File: src/rtl/shot_clock_pkg.sv
// -----------------------------------------------------------------------------
// shot_clock_pkg
// Shared constants for the shot-clock sequencing controller:
//   - FSM state codes (LOAD/IDLE/RUN/PAUSED/EXPIRED), 3-bit legacy encoding
//   - default preset load values (24 s / 30 s)
//   - countdown value width
// -----------------------------------------------------------------------------
package shot_clock_pkg;

    localparam int CNT_W        = 5;
    localparam int STATE_W      = 3;

    localparam int PRESET_A_DEF = 24;
    localparam int PRESET_B_DEF = 30;

    localparam logic [STATE_W-1:0] ST_LOAD    = 3'd0;
    localparam logic [STATE_W-1:0] ST_IDLE    = 3'd1;
    localparam logic [STATE_W-1:0] ST_RUN     = 3'd2;
    localparam logic [STATE_W-1:0] ST_PAUSED  = 3'd3;
    localparam logic [STATE_W-1:0] ST_EXPIRED = 3'd4;

endpackage

File: src/rtl/shot_clock_ctrl_btn_conditioner.sv
// -----------------------------------------------------------------------------
// btn_conditioner
// Conditions one raw active-low pushbutton: two-flop synchronizer, debounce
// counter, and a one-cycle press pulse on the accepted 1->0 transition.
//
// Parameters:
//   DEBOUNCE_CYC  consecutive equal synchronized samples needed to accept a
//                 new level (>= 1)
// Ports:
//   clk    in   system clock
//   reset  in   asynchronous, active-low reset
//   btn_n  in   raw pushbutton, active-low, asynchronous to clk
//   press  out  registered one-cycle pulse per accepted press
// -----------------------------------------------------------------------------
module btn_conditioner #(
    parameter int DEBOUNCE_CYC = 500_000
) (
    input  logic clk,
    input  logic reset,
    input  logic btn_n,
    output logic press
);

    localparam int DB_W = $clog2(DEBOUNCE_CYC + 1);
    localparam logic [DB_W-1:0] DB_LAST = DB_W'(DEBOUNCE_CYC - 1);

    logic            sync_1;
    logic            sync_2;
    logic            db_level;    // accepted (debounced) button level
    logic            db_level_q;  // previous accepted level, for edge detect
    logic [DB_W-1:0] db_cnt;

    // NOTE: sequential state is written with <= so every flop samples the
    // pre-edge values; blocking here would collapse the synchronizer chain.
    always_ff @(posedge clk or negedge reset) begin
        if (!reset) begin
            sync_1     <= 1'b1;
            sync_2     <= 1'b1;
            db_level   <= 1'b1;
            db_level_q <= 1'b1;
            db_cnt     <= '0;
            press      <= 1'b0;
        end else begin
            sync_1 <= btn_n;
            sync_2 <= sync_1;

            // Count consecutive samples that disagree with the accepted level;
            // any agreeing sample restarts the run.
            if (sync_2 == db_level) begin
                db_cnt <= '0;
            end else if (db_cnt == DB_LAST) begin
                db_level <= sync_2;
                db_cnt   <= '0;
            end else begin
                db_cnt <= db_cnt + 1'b1;
            end

            db_level_q <= db_level;
            press      <= db_level_q & ~db_level;
        end
    end

endmodule

File: src/rtl/shot_clock_ctrl.sv
// -----------------------------------------------------------------------------
// shot_clock_ctrl
// Sequencing controller for the 24/30 s shot-clock countdown datapath.
// Conditions the three pushbuttons, generates the 1 Hz decrement strobe and
// runs the LOAD/IDLE/RUN/PAUSED/EXPIRED state machine. The countdown register
// itself lives downstream and is fed back through cnt_value.
//
// Optional feature macro: SHOT_CLOCK_BLINK_EN
//   defined     -> disp_blank blinks (half period TICK_DIV/2) while EXPIRED
//   not defined -> disp_blank tied to 0, no blink counter
//
// Parameters:
//   TICK_DIV      clk cycles per second (even, >= 4)
//   DEBOUNCE_CYC  button debounce length in cycles
//   BUZZ_SEC      buzzer duration after expiry, seconds
//   PRESET_A/B    load values for sw_sel = 0 / 1 (1..31)
// Ports:
//   clk, reset     clock, asynchronous active-low reset
//   start_n        raw start button, active-low
//   pause_n        raw pause button, active-low
//   load_n         raw load button, active-low
//   sw_sel         preset select switch (asynchronous)
//   cnt_value      current countdown value from the datapath
//   cnt_load       one-cycle strobe: datapath loads cnt_load_val
//   cnt_load_val   preset value, valid while cnt_load = 1
//   cnt_dec        one-cycle strobe: datapath decrements by 1
//   buzzer         horn drive
//   disp_blank     display blank request
//   run_led        high while in RUN
//   state          current FSM state code
// -----------------------------------------------------------------------------
module shot_clock_ctrl
    import shot_clock_pkg::*;
#(
    parameter int TICK_DIV     = 50_000_000,
    parameter int DEBOUNCE_CYC = 500_000,
    parameter int BUZZ_SEC     = 2,
    parameter int PRESET_A     = PRESET_A_DEF,
    parameter int PRESET_B     = PRESET_B_DEF
) (
    input  logic               clk,
    input  logic               reset,
    input  logic               start_n,
    input  logic               pause_n,
    input  logic               load_n,
    input  logic               sw_sel,
    input  logic [CNT_W-1:0]   cnt_value,
    output logic               cnt_load,
    output logic [CNT_W-1:0]   cnt_load_val,
    output logic               cnt_dec,
    output logic               buzzer,
    output logic               disp_blank,
    output logic               run_led,
    output logic [STATE_W-1:0] state
);

    localparam int PRESC_W  = $clog2(TICK_DIV);
    localparam int BUZZ_CYC = BUZZ_SEC * TICK_DIV;
    localparam int BUZZ_W   = $clog2(BUZZ_CYC + 1);

    localparam logic [PRESC_W-1:0] PRESC_LAST = PRESC_W'(TICK_DIV - 1);
    localparam logic [BUZZ_W-1:0]  BUZZ_LAST  = BUZZ_W'(BUZZ_CYC - 1);
    localparam logic [CNT_W-1:0]   LOAD_A     = CNT_W'(PRESET_A);
    localparam logic [CNT_W-1:0]   LOAD_B     = CNT_W'(PRESET_B);

    logic               start_press;
    logic               pause_press;
    logic               load_press;
    logic               sw_meta;
    logic               sw_sync;
    logic [PRESC_W-1:0] presc;
    logic               tick;
    logic [STATE_W-1:0] state_nx;
    logic               entering_expired;
    logic [BUZZ_W-1:0]  buzz_cnt;

    // ---------------------------------------------------------------- inputs
    btn_conditioner #(.DEBOUNCE_CYC(DEBOUNCE_CYC)) u_btn_start (
        .clk   (clk),
        .reset (reset),
        .btn_n (start_n),
        .press (start_press)
    );

    btn_conditioner #(.DEBOUNCE_CYC(DEBOUNCE_CYC)) u_btn_pause (
        .clk   (clk),
        .reset (reset),
        .btn_n (pause_n),
        .press (pause_press)
    );

    btn_conditioner #(.DEBOUNCE_CYC(DEBOUNCE_CYC)) u_btn_load (
        .clk   (clk),
        .reset (reset),
        .btn_n (load_n),
        .press (load_press)
    );

    // NOTE: the switch synchronizer is deliberately left without reset so it
    // keeps tracking sw_sel while reset is held; the load issued on the first
    // cycle after release then already sees the real switch position.
    always_ff @(posedge clk) begin
        sw_meta <= sw_sel;
        sw_sync <= sw_meta;
    end

    // ------------------------------------------------------------------- FSM
    assign tick = (state == ST_RUN) && (presc == PRESC_LAST);

    // NOTE: state_nx gets its default before the case so every path assigns
    // it; a missing default would infer a latch.
    always_comb begin
        state_nx = state;
        if (load_press) begin
            state_nx = ST_LOAD;
        end else begin
            case (state)
                ST_LOAD:    state_nx = ST_IDLE;
                ST_IDLE:    if (start_press) state_nx = ST_RUN;
                ST_RUN: begin
                    // Expiry on a tick beats a simultaneous pause.
                    if (tick && (cnt_value <= CNT_W'(1))) state_nx = ST_EXPIRED;
                    else if (pause_press)                 state_nx = ST_PAUSED;
                end
                ST_PAUSED:  if (start_press || pause_press) state_nx = ST_RUN;
                ST_EXPIRED: state_nx = ST_EXPIRED;
                default:    state_nx = ST_LOAD;
            endcase
        end
    end

    assign entering_expired = (state_nx == ST_EXPIRED) && (state != ST_EXPIRED);

    always_ff @(posedge clk or negedge reset) begin
        if (!reset) begin
            state        <= ST_LOAD;
            presc        <= '0;
            cnt_load     <= 1'b0;
            cnt_load_val <= LOAD_A;
            cnt_dec      <= 1'b0;
            run_led      <= 1'b0;
        end else begin
            state   <= state_nx;
            run_led <= (state_nx == ST_RUN);

            // The load strobe is issued on the edge that leaves LOAD, so the
            // reset state itself produces the power-up load.
            cnt_load <= (state == ST_LOAD);
            if (state == ST_LOAD) begin
                cnt_load_val <= sw_sync ? LOAD_B : LOAD_A;
            end

            // cnt_value == 0 expires without a decrement; a load press
            // supersedes a tick landing in the same cycle.
            cnt_dec <= tick && !load_press && (cnt_value != '0);

            // Resuming from PAUSED keeps the partial second.
            if ((state_nx == ST_LOAD) || ((state == ST_IDLE) && (state_nx == ST_RUN))) begin
                presc <= '0;
            end else if (state == ST_RUN) begin
                presc <= tick ? '0 : presc + 1'b1;
            end
        end
    end

    // ---------------------------------------------------------------- buzzer
    always_ff @(posedge clk or negedge reset) begin
        if (!reset) begin
            buzzer   <= 1'b0;
            buzz_cnt <= '0;
        end else if (entering_expired) begin
            buzzer   <= 1'b1;
            buzz_cnt <= BUZZ_LAST;
        end else if (state_nx != ST_EXPIRED) begin
            buzzer   <= 1'b0;
            buzz_cnt <= '0;
        end else if (buzzer) begin
            if (buzz_cnt == '0) buzzer   <= 1'b0;
            else                buzz_cnt <= buzz_cnt - 1'b1;
        end
    end

    // ----------------------------------------------------------------- blink
`ifdef SHOT_CLOCK_BLINK_EN
    localparam int BLINK_HALF = TICK_DIV / 2;
    localparam int BLINK_W    = $clog2(BLINK_HALF);
    localparam logic [BLINK_W-1:0] BLINK_LAST = BLINK_W'(BLINK_HALF - 1);

    logic [BLINK_W-1:0] blink_cnt;

    always_ff @(posedge clk or negedge reset) begin
        if (!reset) begin
            disp_blank <= 1'b0;
            blink_cnt  <= '0;
        end else if (entering_expired) begin
            disp_blank <= 1'b1;
            blink_cnt  <= '0;
        end else if (state_nx != ST_EXPIRED) begin
            disp_blank <= 1'b0;
            blink_cnt  <= '0;
        end else if (blink_cnt == BLINK_LAST) begin
            disp_blank <= ~disp_blank;
            blink_cnt  <= '0;
        end else begin
            blink_cnt <= blink_cnt + 1'b1;
        end
    end
`else
    assign disp_blank = 1'b0;
`endif

endmodule

File: config.mk
export PLATFORM = sky130hd
export DESIGN_NAME = shot_clock_ctrl
export DESIGN_NICKNAME = d
export VERILOG_FILES = /design/src/rtl/shot_clock_pkg.sv /design/src/rtl/shot_clock_ctrl_btn_conditioner.sv /design/src/rtl/shot_clock_ctrl.sv
export SDC_FILE = /design/constraint.sdc
export NUM_CORES = 1
export LEC_CHECK = 0
export BUFFER_PORTS_ARGS = -buffer_cell sky130_fd_sc_hd__buf_2
export CAP_MARGIN = 20
export CELL_PAD_IN_SITES_DETAIL_PLACEMENT = 1
export CELL_PAD_IN_SITES_GLOBAL_PLACEMENT = 1
export CORE_MARGIN = 10
export CORE_UTILIZATION = 30
export DETAILED_ROUTE_END_ITERATION = 7
export GPL_TIMING_DRIVEN = 0
export HOLD_SLACK_MARGIN = 0.12
export PLACE_DENSITY = 0.51
export SLEW_MARGIN = 20
export SYNTH_ARGS = -nofsm -noshare
export SYNTH_HDL_FRONTEND = slang
export SYNTH_HIERARCHICAL = 1
export SYNTH_SLANG_ARGS = --single-unit
File: constraint.sdc
create_clock -name clk -period 3 [get_ports clk]
set_clock_uncertainty 0.15 [all_clocks]
set_input_delay 0.6 -clock clk [delete_from_list [all_inputs] [get_ports clk]]
set_output_delay 0.6 -clock clk [all_outputs]
set_load 0.05 [all_outputs]
After elaboration in Yosys (flattened, before gate mapping)
Index checks and enable logic that the tools add are counted.
Word-level totals
  register bits after elaboration: 139
  bits in read-only memories: 0
  memories: 0
  input bits: 11
  word-level logic and storage cells: 102
  latch bits: 0
  memory bits (writable): 0
Cells by class
  reduce and logical (&&, ||, !) cells: 19
  multiplexer cells: 24
  equal/unequal tests: 16
  bitwise logic cells: 9
  div/mod/pow operators: 0
  shift operators: 0
  $lt $le $gt $ge: 1
  add/sub/neg operators: 5
  $mul: 0
Operators by type and width (count)
  2-to-1 mux 19 bit: 6
  2-to-1 mux 27 bit: 4
  2-to-1 mux 26 bit: 3
  adder 19 x 1 -> 19 bit, second input constant: 3
  == test 19 bit, second input constant: 3
  zero test 27 bit: 1
  subtractor 27 x 1 -> 27 bit, second input constant: 1
  adder 26 x 1 -> 26 bit, second input constant: 1
  == test 26 bit, second input constant: 1
  2-to-1 mux 3 bit: 6
  one-hot mux 3 bit (5 select lines): 1
  == test 3 x 2 -> 1 bit, second input constant: 3
  != test 3 bit, second input constant: 3
  AND reduction 2 bit: 4
  == test 3 bit, second input constant: 2
  logical AND 1 bit: 6
  zero test 3 bit: 2
  NOT 1 bit: 6
  <= comparator 5 x 1 -> 1 bit, second input constant: 1
  nonzero test 5 bit: 1
  2-to-1 mux 1 bit: 4
  AND 1 bit: 3
  == test 1 bit: 3
  == test 3 x 1 -> 1 bit, second input constant: 1
  4 further kinds: 5

Logic depth before layout (Yosys ltp)
  word-level depth: 10
  gate-level depth with buffers: 8

Hierarchy
The synthesis kept the hierarchy.
Modules (own cells, without submodules)
  btn_conditioner: area each 1141.1 um2, sequential area each 605.6 um2, instances 3, cells an instance 108
  shot_clock_ctrl: area each 3385.7 um2, sequential area each 1566.5 um2, instances 1, cells an instance 352

Worst setup path after synthesis
Ideal clock, no wire load.
  kind: reg2reg
  start: reg buzz_cnt[0]
  end: reg buzz_cnt[22]
  stages on the path, launching flop included: 8
  slack: 0.382 ns
  required time: 2.768 ns
  data arrival time: 2.386 ns
  library setup time: 0.082 ns
  path through: dfrtp_1 inv_1 ha_1 or4b_1 nor4_2 nand3_1 or4_1 a31oi_1
Between the ends
  longest elaborated chain between the ends: 5
Ends and longest elaborated chain
  start: declaration: line shot_clock_ctrl.sv:75  | logic [BUZZ_W-1:0] buzz_cnt;
  start signal: assignment: line shot_clock_ctrl.sv:179  | else buzz_cnt <= buzz_cnt - 1'b1;
  subtractor 27 x 1 -> 27 bit: line shot_clock_ctrl.sv:179
  2-to-1 mux 27 bit: line shot_clock_ctrl.sv:178  | if (buzz_cnt == '0) buzzer <= 1'b0;
  2-to-1 mux 27 bit: line shot_clock_ctrl.sv:177  | end else if (buzzer) begin
  2-to-1 mux 27 bit: line shot_clock_ctrl.sv:174  | end else if (state_nx != ST_EXPIRED) begin
  2-to-1 mux 27 bit: line shot_clock_ctrl.sv:171  | end else if (entering_expired) begin
Parallel ways exist; a longest one is shown, timed or not. The select of a mux whose other input is x is not followed.
A chain may end at the register's enable or synchronous reset.

Worst setup path in the final report
Ends and elaborated chain as after synthesis.

==> impl_metrics.env <==
export IMPL_status="finished clean"
export IMPL_path_clk_slew_ns=0.06
export IMPL_cp_arrival_ns=3.00
export IMPL_drive_gt1_share_pct=14.56
export IMPL_min_path_type="reg2reg"
export IMPL_cts_path_max_buffers=2
export IMPL_n_antenna_cell=0
export IMPL_regArea_um2=3383
export IMPL_fin_nets=738
export IMPL_cp_start_kind="register"
export IMPL_p_leak_nw=3.231
export IMPL_port_buffers=19
export IMPL_cts_inserted_buffers=17
export IMPL_mostFrequentLayoutCell="dfrtp_1"
export IMPL_critPathCaptureType="register"
export IMPL_cp_slowest_cell="or4_1"
export IMPL_grt_overflow=0
export IMPL_cts_root_buf="clkbuf_16"
export IMPL_finalSetupViolCount=0
export IMPL_die_w_um=170.7
export IMPL_start_util_pct=30.26
export IMPL_mostFrequentLayoutCells="dfrtp_1 (121), nor2_1 (101), xnor2_1 (76)"
export IMPL_rsz0062_at_grt="yes"
export IMPL_grt_use_total_pct=12.02
export IMPL_avgSynthCellArea_um2=10.07
export IMPL_clock_latency_ns=0.42
export IMPL_routedWlPerCell_um=15.95
export IMPL_antenna_found_initial=0
export IMPL_die_area_um2=29120
export IMPL_crit_type="reg2reg"
export IMPL_slew_violations=0
export IMPL_fin_crit_sh_pct=93.91
export IMPL_min_period_ns=2.817
export IMPL_place_area_um2=7306
export IMPL_drcViolationCount=0
export IMPL_vdd_drop_max_v=0.0003162
export IMPL_cp_max_fo=8
export IMPL_fin_area_um2=7966
export IMPL_synth_edf_count=0
export IMPL_critical_path_max_stage_delay_ns=0.52
export IMPL_io_pins=24
export IMPL_syn_area_um2=6809
export IMPL_grt_pass1_wl_um=28530
export IMPL_ys_flop_type="dfrtp_1"
export IMPL_cp_required_ns=3.19
export IMPL_grt_pass1_vias=5599
export IMPL_routed_via_count=5102
export IMPL_tightest_slew_ns=0.7345
export IMPL_core_um2=22500
export IMPL_grt_max_degree=81
export IMPL_maxSlewHeadroom_pct=50.59
export IMPL_cpLargestDelayFamily="simple AND/OR/NAND/NOR gates"
export IMPL_routed_wl_um=16270
export IMPL_yosys_warnings=6
export IMPL_power_density_nw_per_um2=524.7
export IMPL_path_buf_inv=1
export IMPL_dieHeight_um=170.7
export IMPL_multi_input_area_um2=3211
export IMPL_post_dp_hpwl_um=11170
export IMPL_drv_cap=0
export IMPL_syn_inst=676
export IMPL_syn_to_final_growth_pct=17.00
export IMPL_fin_util_pct=35.40
export IMPL_ys_seq_area_share_pct=49.69
export IMPL_ys_async_sr_fraction_pct=98.52
export IMPL_hold_viol=0
export IMPL_viasPerCell=5.002
export IMPL_routabilityCongestion=0.7564
export IMPL_yosys_register_bits=135
export IMPL_fillers=2526
export IMPL_cp_cell_sequence="inv_1 > ha_2 > or4b_1 > nor4_4 > nand3_1 > or4_1 > a31oi_1"
export IMPL_htree_levels=4
export IMPL_clkSinkCount=135
export IMPL_first_pass_iters=4
export IMPL_max_freq_mhz=354.9
export IMPL_cts_tree="built"
export IMPL_drt_iter0_markers=243
export IMPL_ant_nets=0
export IMPL_rows=55
export IMPL_synth_cell_types=56
through the flow:
step	instances	power (mW)	worst slack [ns]	hold slack, ns	setup TNS [ns]
6_report	1020	4.180	0.1826	0.2055	0
5_1_grt	1020	4.357	-0.007343	0.2081	-0.007343
4_1_cts	1020	4.267	0.04406	0.2072	0
3_5_place_dp	983	2.077	-0.05823	0.1984	-0.1433
3_3_place_gp	982	2.067	-0.8526	0.1966	-102.70
2_1_floorplan	678	1.995	0.3816	0.1544	0
worst register-to-register path, stage by stage (launching register included):
cell	delay [ns]
dfrtp_1	0.44
inv_1	0.09
ha_2	0.32
or4b_1	0.51
nor4_4	0.32
nand3_1	0.23
or4_1	0.52
a31oi_1	0.17
cells in the mapped netlist (6+ instances only):
| library cell | count | share of area [%] |
|---|---|---|
| xnor2_1 | 76 | 9.8 |
| nand4_1 | 20 | 1.8 |
| a31oi_1 | 6 | 0.55 |
| a211oi_1 | 6 | 0.66 |
| clkbuf_1 | 9 | 0.50 |
| nor4_2 | 6 | 1.1 |
| xor2_1 | 9 | 1.2 |
| buf_4 | 8 | 0.88 |
| inv_1 | 27 | 1.5 |
| dfstp_2 | 12 | 4.6 |
| nor2b_1 | 7 | 0.64 |
| nor3_1 | 28 | 2.1 |
| or3_1 | 17 | 1.6 |
| a21oi_1 | 29 | 2.1 |
| nor2_1 | 101 | 5.6 |
| or4_1 | 8 | 0.88 |
| nand3_1 | 31 | 2.3 |
| buf_2 | 6 | 0.44 |
| nor4_1 | 23 | 2.1 |
| o21ai_0 | 11 | 0.81 |
| dfrtp_1 | 121 | 44 |
| nand2_1 | 35 | 1.9 |
report_power, final:
group	total (mW)	switching [mW]	internal [mW]
registers	1.88	0.0250	1.85
logic	0.167	0.115	0.0521
clock network	2.14	0.791	1.35
total	4.18	0.931	3.25
what timing repair did:
item / CTS / global route
pin swaps: 0 / 0
buffers inserted: 0 / 0
endpoints found under the setup margin: 4 / 5
endpoints found under the hold margin: 51 / 0
resized for setup: 1 / 2
hold buffers: 5 / 0
cell type report:
cell class                 count  share of cell area (%)
sequential                   135                   42.47
multi-input combinational    491                   40.30
clock buffer                  23                   5.874
tap                          285                   4.476
timing repair buffer          25                   2.293
buffer                        25                   1.743
clock inverter                 9                   1.571
inverter                      27                   1.272
sequential cells by signal (all words and copies together), names as in the netlist, 3 cells and up:
signal	cells
buzz_cnt	27
presc	26
state	3
u_btn_load/db_cnt	19
u_btn_pause/db_cnt	19
u_btn_start/db_cnt	19
metal layers:
layer,track usage [%],share of wire (%),vias up,wire length (µm)
li1,-,-,2465,-
met1,15.81,50,2584,8158
met2,19.14,46,36,7540
met3,2.327,2.2,17,351
met4,4.462,1.3,0,217
met5,0,0,-,0
final timing paths:
path,startpoint,end,slack [ns],depth (start not counted)
worst max-delay path,buzz_cnt[0],buzz_cnt[22],0.18,7
worst min register to register,u_btn_load/sync_1,u_btn_load/sync_2,0.21,0
max in group asynchronous,reset,u_btn_start/db_level,1.36,3
worst min-delay path,u_btn_load/sync_1,u_btn_load/sync_2,0.21,0
min in group asynchronous,reset,buzz_cnt[3],0.54,2
worst max register to register,buzz_cnt[0],buzz_cnt[22],0.18,7
kinds of logic (layout without fill, tap and decap cells):
group,after synthesis,count (layout),synth area share [%]
compound gates,77,77,8.563
xor+xnor,85,85,10.93
fa+ha+maj,5,5,0.9188
buf+inv,52,109,3.528
flops,135,135,49.69
mux,8,8,1.250
other cells,2,4,0.1103
simple gates,312,312,25.01
Note: power is estimated with default switching activity, not from simulation.
